[src/rtl/approx_pkg.sv]
// Shared constants and FSM state type for the approximate-adder monitor.
// Also used by the adder's own bench.
package approx_pkg;

  localparam int N_DEF         = 16;
  localparam int K_DEF         = 7;
  localparam int SAMPLES_W_DEF = 16;
  localparam int ACC_W_DEF     = 32;

  typedef enum logic [1:0] {
    IDLE  = 2'd0,
    RUN   = 2'd1,
    DRAIN = 2'd2,
    DONE  = 2'd3
  } state_t;

endpackage

[src/rtl/approx_ed_calc.sv]
// Error distance |x - y| on two unsigned N-bit values.
// Ports: x, y in; ed = distance, ed_nonzero = (x != y).
module approx_ed_calc #(
  parameter int N = 16
) (
  input  logic [N-1:0] x,
  input  logic [N-1:0] y,
  output logic [N-1:0] ed,
  output logic         ed_nonzero
);

  assign ed         = (x >= y) ? (x - y) : (y - x);
  assign ed_nonzero = (x != y);

endmodule

[src/rtl/approx_error_monitor.sv]
// Windowed error statistics for an approximate adder stream.
// Ports: start/num_samples, in_valid/in_ready + a/b/approx_sum in; busy/done + stats out.
module approx_error_monitor
  import approx_pkg::*;
#(
  parameter int N         = N_DEF,
  parameter int K         = K_DEF,
  parameter int SAMPLES_W = SAMPLES_W_DEF,
  parameter int ACC_W     = ACC_W_DEF
) (
  input  logic                 clk,
  input  logic                 rst_n,
  input  logic                 start,
  input  logic [SAMPLES_W-1:0] num_samples,
  input  logic                 in_valid,
  output logic                 in_ready,
  input  logic [N-1:0]         a,
  input  logic [N-1:0]         b,
  input  logic [N-1:0]         approx_sum,
  output logic                 busy,
  output logic                 done,
  output logic [SAMPLES_W-1:0] samples_seen,
  output logic [SAMPLES_W-1:0] err_count,
  output logic [ACC_W-1:0]     sum_ed,
  output logic [N-1:0]         max_ed
);

  // K only describes the adder under test.
  if (K < 1 || K > N) begin : g_bad_k
    $error("K out of range");
  end

  localparam int SW = ((ACC_W > N) ? ACC_W : N) + 1;

  state_t state_q, state_d;
  logic   drain_q, drain_d;

  logic [SAMPLES_W-1:0] num_q;
  logic [SAMPLES_W-1:0] seen_nx;

  logic         s1_valid;
  logic [N-1:0] s1_exact;
  logic [N-1:0] s1_approx;

  logic [N-1:0]    ed;
  logic            ed_nz;
  logic [SW-1:0]   sum_ext;
  logic [ACC_W-1:0] sum_nx;

  logic hs, start_ok, last;

  assign in_ready = (state_q == RUN);
  assign busy     = (state_q == RUN) || (state_q == DRAIN);
  assign done     = (state_q == DONE);

  assign hs       = in_valid & in_ready;
  assign start_ok = start & ((state_q == IDLE) || (state_q == DONE));
  assign seen_nx  = samples_seen + SAMPLES_W'(1);
  assign last     = hs & (seen_nx == num_q);

  approx_ed_calc #(.N(N)) u_ed (
    .x          (s1_exact),
    .y          (s1_approx),
    .ed         (ed),
    .ed_nonzero (ed_nz)
  );

  // Widened add so the carry out of ACC_W flags saturation.
  assign sum_ext = SW'(sum_ed) + SW'(ed);
  assign sum_nx  = (|sum_ext[SW-1:ACC_W]) ? '1 : sum_ext[ACC_W-1:0];

  always_comb begin
    state_d = state_q;
    drain_d = drain_q;
    case (state_q)
      IDLE, DONE: begin
        if (start) begin
          state_d = (num_samples == '0) ? DONE : RUN;
        end
      end
      RUN: begin
        if (last) begin
          state_d = DRAIN;
          drain_d = 1'b0;
        end
      end
      DRAIN: begin
        // Two cycles: lets the last sample clear stage 2.
        if (drain_q) begin
          state_d = DONE;
        end else begin
          drain_d = 1'b1;
        end
      end
      default: state_d = IDLE;
    endcase
  end

  always_ff @(posedge clk or negedge rst_n) begin
    if (!rst_n) begin
      state_q <= IDLE;
      drain_q <= 1'b0;
    end else begin
      state_q <= state_d;
      drain_q <= drain_d;
    end
  end

  always_ff @(posedge clk or negedge rst_n) begin
    if (!rst_n) begin
      num_q        <= '0;
      s1_valid     <= 1'b0;
      s1_exact     <= '0;
      s1_approx    <= '0;
      samples_seen <= '0;
      err_count    <= '0;
      sum_ed       <= '0;
      max_ed       <= '0;
    end else begin
      s1_valid <= hs;
      if (hs) begin
        s1_exact  <= a + b;
        s1_approx <= approx_sum;
      end
      if (start_ok) begin
        num_q        <= num_samples;
        samples_seen <= '0;
        err_count    <= '0;
        sum_ed       <= '0;
        max_ed       <= '0;
      end else begin
        if (hs) begin
          samples_seen <= seen_nx;
        end
        if (s1_valid) begin
          err_count <= err_count + SAMPLES_W'(ed_nz);
          sum_ed    <= sum_nx;
          if (ed > max_ed) begin
            max_ed <= ed;
          end
        end
      end
    end
  end

endmodule

[config.mk]
export PLATFORM = sky130hd
export DESIGN_NAME = approx_error_monitor
export DESIGN_NICKNAME = d
export VERILOG_FILES = /design/src/rtl/approx_pkg.sv /design/src/rtl/approx_ed_calc.sv /design/src/rtl/approx_error_monitor.sv
export SDC_FILE = /design/constraint.sdc
export NUM_CORES = 1
export LEC_CHECK = 0
export ABC_CLOCK_PERIOD_IN_PS = 6300
export BUFFER_PORTS_ARGS = -buffer_cell sky130_fd_sc_hd__buf_2
export CORE_ASPECT_RATIO = 2
export CORE_MARGIN = 2
export CORE_UTILIZATION = 55
export DETAILED_ROUTE_END_ITERATION = 8
export PLACE_DENSITY = 0.86
export SLEW_MARGIN = 20
export SYNTH_ARGS = -nofsm -noshare
export SYNTH_HDL_FRONTEND = slang
export SYNTH_SLANG_ARGS = --single-unit
[constraint.sdc]
create_clock -name clk -period 6.3 [get_ports clk]
set_input_delay 1.26 -clock clk [delete_from_list [all_inputs] [get_ports clk]]
set_output_delay 1.26 -clock clk [all_outputs]
set_load 0.01 [all_outputs]
== Word-level counts from Yosys, hierarchy flattened ==
Cells that the tools add are included.

* Bitwise operators: 3
* Add/sub/neg operators: 6
* Mux-type cells: 18
* Eq/ne operators: 8
* Reductions and logical operators: 12
* Order comparisons: 2

{| class="wikitable"
|+ Operator list
! cell !! number
|-
| 16-bit two-way mux || 8
|-
| 32-bit two-way mux || 3
|-
| 32-bit by 16-bit adder with 33-bit output || 1
|-
| 16-bit subtractor || 2
|-
| 16-bit by 1-bit adder with 16-bit output || 1
|-
| 16-bit by 1-bit adder with 16-bit output (second input constant) || 1
|-
| 16-bit adder || 1
|-
| 16-bit == test || 1
|-
| 16-bit greater-or-equal comparator || 1
|-
| 16-bit > comparator || 1
|-
| 16-bit logical NOT || 1
|-
| 16-bit != test || 1
|-
| 2-bit two-way mux || 4
|-
| 2-bit nonzero test || 4
|-
| 2-bit one-hot mux with 3 select lines || 1
|-
| 2-bit == test (second input constant) || 2
|-
| 2-bit != test (second input constant) || 2
|-
| 2-bit AND reduction || 2
|-
| 1-bit bitwise AND || 3
|-
| 3-bit AND reduction || 1
|-
| 2-bit by 1-bit == test with 1-bit output (second input constant) || 1
|-
| 2-bit logical NOT || 1
|-
| 1-bit logical OR || 2
|-
| 2-bit by 1-bit != test with 1-bit output (second input constant) || 1
|-
| other kinds (3) || 3
|}

* Register bits after elaboration: 132
* Output and inout port bits: 83
* Bits of input ports: 68

== Depth between registers and ports, before layout ==
* Word-level depth: 6
* Gate-level depth with buffers: 22

== Cells and area by module ==
From an unflattened synthesis, not the netlist that was laid out.

* Cells, all modules: 1092
* Area total of the unflattened synthesis: 9594.2 um2

{| class="wikitable"
|+ Modules (own cells, without submodules)
! module !! area each (um2) !! cells an instance !! seq. area each (um2) !! times used
|-
| approx_error_monitor || 7910.1 || 860 || 3303.2 || 1
|-
| approx_ed_calc || 1684.1 || 232 || 0.0 || 1
|}

== Worst setup path before layout ==
Ideal clock, no wire load.

* Path type: reg2reg
* Start point: reg s1_exact[0]
* End point: reg sum_ed[21]
* Path slack: 1.558 ns
* Path buffers: 1
* Arrival: 4.638 ns
* Stages on the path, launching flop included: 20
* Path through: dfrtp_1 inv_1 ha_1 inv_1 fa_1 a211oi_1 o211a_1 or3_1 clkbuf_1 nand3_4 mux2i_1 xnor2_1 ha_1 a21oi_1 o21ai_0 o41ai_1 o311ai_0 nand3_1 nor2_1 a221oi_1

* Cells in the longest elaborated chain, start to end: 6
* Elaborated cells on any way between the ends: 8
* Those cells by class: add/sub: 3; order compare: 1; mux: 4

{| class="wikitable"
|+ Ends and longest elaborated chain
! item !! line !! source
|-
| start: declaration || approx_error_monitor.sv:42 || <nowiki>logic [N-1:0] s1_exact;</nowiki>
|-
| start signal: assignment || approx_error_monitor.sv:122 || <nowiki>s1_exact <= a + b;</nowiki>
|-
| 16-bit subtractor or 16-bit greater-or-equal comparator (tied branches) || approx_ed_calc.sv:12 || <nowiki>assign ed = (x >= y) ? (x - y) : (y - x);</nowiki>
|-
| 16-bit two-way mux (*) || approx_ed_calc.sv:12 ||
|-
| 32-bit by 16-bit adder with 33-bit output (*) || approx_error_monitor.sv:69 || <nowiki>assign sum_ext = SW'(sum_ed) + SW'(ed);</nowiki>
|-
| 32-bit two-way mux (*) || approx_error_monitor.sv:70 || <nowiki>assign sum_nx = (|sum_ext[SW-1:ACC_W]) ? '1 : sum_ext[ACC_W-1:0];</nowiki>
|-
| 32-bit two-way mux (*) || approx_error_monitor.sv:135 || <nowiki>if (s1_valid) begin</nowiki>
|-
| 32-bit two-way mux (*) || approx_error_monitor.sv:125 || <nowiki>if (start_ok) begin</nowiki>
|-
| end signal: assignment || approx_error_monitor.sv:137 || <nowiki>sum_ed <= sum_nx;</nowiki>
|-
| end: declaration || approx_error_monitor.sv:24 || <nowiki>output logic [ACC_W-1:0] sum_ed,</nowiki>
|}

Every way passes the cells marked *; elsewhere a longest branch is shown, timed or not. The select of a mux whose other input is x is not followed.
A chain may end at the register's enable or synchronous reset.

== Final worst setup path ==
* Start point: reg s1_exact[10]
* End point: reg max_ed[13]

* Cells in the longest elaborated chain, start to end: 5
* Elaborated cells on any way between the ends: 10
* Those cells by class: add/sub: 2; order compare: 2; mux: 4; reduce/logical: 2

{| class="wikitable"
|+ Ends and longest elaborated chain
! item !! line !! source
|-
| 16-bit subtractor or 16-bit greater-or-equal comparator (tied branches) || approx_ed_calc.sv:12 ||
|-
| 16-bit two-way mux (*) || approx_ed_calc.sv:12 ||
|-
| 16-bit > comparator or 16-bit two-way mux (tied branches) || approx_error_monitor.sv:138 || <nowiki>if (ed > max_ed) begin</nowiki>
|-
| 2-bit nonzero test (no line) or 16-bit two-way mux (tied branches) || - ||
|-
| 2-bit AND reduction (no line) or 16-bit two-way mux (tied branches) || - ||
|-
| end signal: assignment || approx_error_monitor.sv:118 || <nowiki>max_ed <= '0;</nowiki>
|-
| end signal: assignment || approx_error_monitor.sv:130 || <nowiki>max_ed <= '0;</nowiki>
|-
| end signal: assignment || approx_error_monitor.sv:139 || <nowiki>max_ed <= ed;</nowiki>
|-
| end: declaration || approx_error_monitor.sv:25 || <nowiki>output logic [N-1:0] max_ed</nowiki>
|}

Marks and branches as above.

==> impl_results.md <==
* WL final at 27,200 um
* RSZ-0062 raised after global routing: no
* Placed cells at 1,493
* Fin cells at 1,525
* Post-synth cell types at 83
* CP Data Required Time at 6.61 ns
* Yosys warning count at 0
* Clock sinks at 132
* Mapped Nets at 1,323
* Slew HR at 44.6%
* DIE AREA at 19,200 um2
* Clock transition at path regs at 0.06 ns
* DRC at 0
* Row Count at 69
* Final worst-path cycle share at 87.6%
* Max Slew Vio Count at 0
* Share of Yosys cell area claimed by the top area cell type at 33.3%
* Via density at 6.27
* Crit-path max FO at 17
* Register area at 3300 um2
* Antenna Nets Post-Route at 0
* Initial core utilization at 56.0%
* GP Congestion at 0.995
* Share of cells above drive strength 1 at 16.9%
* Setup TNS at 0 ns
* Area leader, netlist: dfrtp_1
* Crit path kind: flip-flop to flip-flop
* Routed wire per std cell at 17.8 um
* Multi-input gate area at 6090 um2
* Prevailing post-synth register cell: dfrtp_1
* CTS buffer count at 17
* Post-synth EDFFs at 0
* Critical Path AT at 5.83 ns
* Pin count of the biggest net entering global routing at 92
* Final setup fails at 0
* Outcome: finished, final reports clean
* Synthesized area at 9920 um2
* Crit path capture type: flip-flop
* MaxCap Viol Count at 0
* HP Class: flip-flop to flip-flop
* Hold_buf cts at 0
* N_diodes at 0
* Seq/Total Area, Yosys at 33.3%
* Most frequent cells in the layout: buf_2, dfrtp_1, nand2_1, o21ai_0
* Clock buffer depth at 2
* Area of the core at 17,700 um2
* Yosys reg bits at 132
* CTS root buf: clkbuf_16
* Final nets at 1,456
* Fin. Hold Viols at 0
* P&R area growth vs syn at 16.2%
* CTS tree: yes
* Startpoint class of the critical path: flip-flop
* DR vias at 9,567
* Slew of the pin with the lowest slew margin at 0.825 ns
* First-pass GRT wire length at 45,200 um
* Fillers at 1,488
* Port-buffer cells at 150
* Die Height at 194 um
* Final Critical Period at 5.52 ns
* Post-CTS Resized at 0
* Ys async rst share at 100%
* TritonRoute pass-1 iters at 8
* Postcts setup bufs at 0
* IO Pins at 151
* Cells after synthesis at 1,166
* Max Fclk at 181 MHz
* Hpwl dp at 20,500 um
* Gr usage total at 28.7%
* Commonest non-fill, non-tap cell in the layout: buf_2
* Die width at 99.0 um
* H-tree depth at 4
* Worst-Skew Late Latency at 0.43 ns
* 1st-iter DRT viols at 499
* Number of global-route vias before repair at 9,740
* GRT overflow at 0
* Skew final at 0.0106 ns
* Top cells by area, synth: dfrtp_1, ha_1, o21ai_0, nand2_1, xor2_1
* Initial antenna violation count at 0
* Synth Area per Inst at 8.51 um2
-- metrics by stage --
stage | setup slack (ns) | hold slack, ns | util [%] | area, um2
floorplan | 1.56 | 0.456 | - | 9920
global placement | 1.08 | 0.475 | 61.2 | 10800
detailed placement | 0.892 | 0.490 | 61.2 | 10800
CTS | 0.871 | 0.506 | 65.1 | 11500
global route | 0.380 | 0.528 | 65.1 | 11500
finish | 0.783 | 0.496 | 65.1 | 11500
-- layer usage --
layer	routed length (um)	part of all wire (%)	track usage, %	vias to the layer above
met5	0	0	0	-
met4	1550	5.7	17.6	0
met3	1440	5.3	4.25	109
met2	14900	55	53.8	399
met1	9310	34	28.7	4580
li1	-	-	-	4479
-- critical path, cell delays in order (launching register included) --
cell and delay [ns]:
dfrtp_1 0.35, inv_1 0.07, ha_1 0.51, nand4_1 0.19, or2_4 0.30, nor4_4 0.42
inv_2 0.18, nand3_4 0.20, mux2i_1 0.42, o21ai_0 0.16, xor2_1 0.19, ha_1 0.31
nand4_1 0.14, or2_2 0.33, a311o_1 0.27, o211ai_1 0.18, nand2_1 0.45, or4_1 0.55
o2111a_1 0.15
-- cell families after synthesis --
group                    count (synthesis)  synth area share [%]
adder cells (fa/ha/maj)                 89                  11.5
multiplexers                            14                  1.44
buffers and inverters                  134                  5.31
AND/OR/NAND/NOR                        396                  20.0
AO/OA/AOI/OAI                          329                  22.0
XOR/XNOR                                72                  6.36
flip-flops                             132                  33.3
-- area by class of cell --
cell class,count,area share [%]
clock buffer,19,3.84
tap,213,2.31
timing repair buffer,161,7.29
multi-input combinational,900,52.9
clock inverter,13,2.20
inverter,87,2.83
sequential,132,28.7
-- sequential cells by signal (all words and copies together) (netlist names) --
name and cells:
num_q 16, sum_ed 32, s1_approx 16, s1_valid 1, state_q 2, samples_seen 16, max_ed 16, drain_q 1
err_count 16, s1_exact 16
-- Yosys cell counts, drive strengths merged, types with 15 or more instances --
master	n
xnor2	30
a31oi	28
o21a	15
nor2	77
a21oi	47
nand4	22
inv	86
o211ai	17
clkbuf	31
buf	16
or3	19
and2	17
dfrtp	132
nand2	130
and3	16
a21o	21
a211oi	15
xor2	42
nand3	31
o21ai	100
ha	85
nor3	32
-- worst paths after layout --
kind | from | to | slack, ns | cells past startpoint
max | s1_exact[10] | max_ed[13] | 0.78 | 18
min reg2reg | s1_exact[15] | s1_exact[15] | 0.50 | 2
max reg2reg | s1_exact[10] | max_ed[13] | 0.78 | 18
max in group asynchronous | rst_n | err_count[15] | 4.29 | 2
min in group asynchronous | rst_n | sum_ed[20] | 0.91 | 1
min | s1_exact[15] | s1_exact[15] | 0.50 | 2
Power is not shown: default switching activity piles up to over one toggle a cycle in this logic, so the estimate is an artifact.
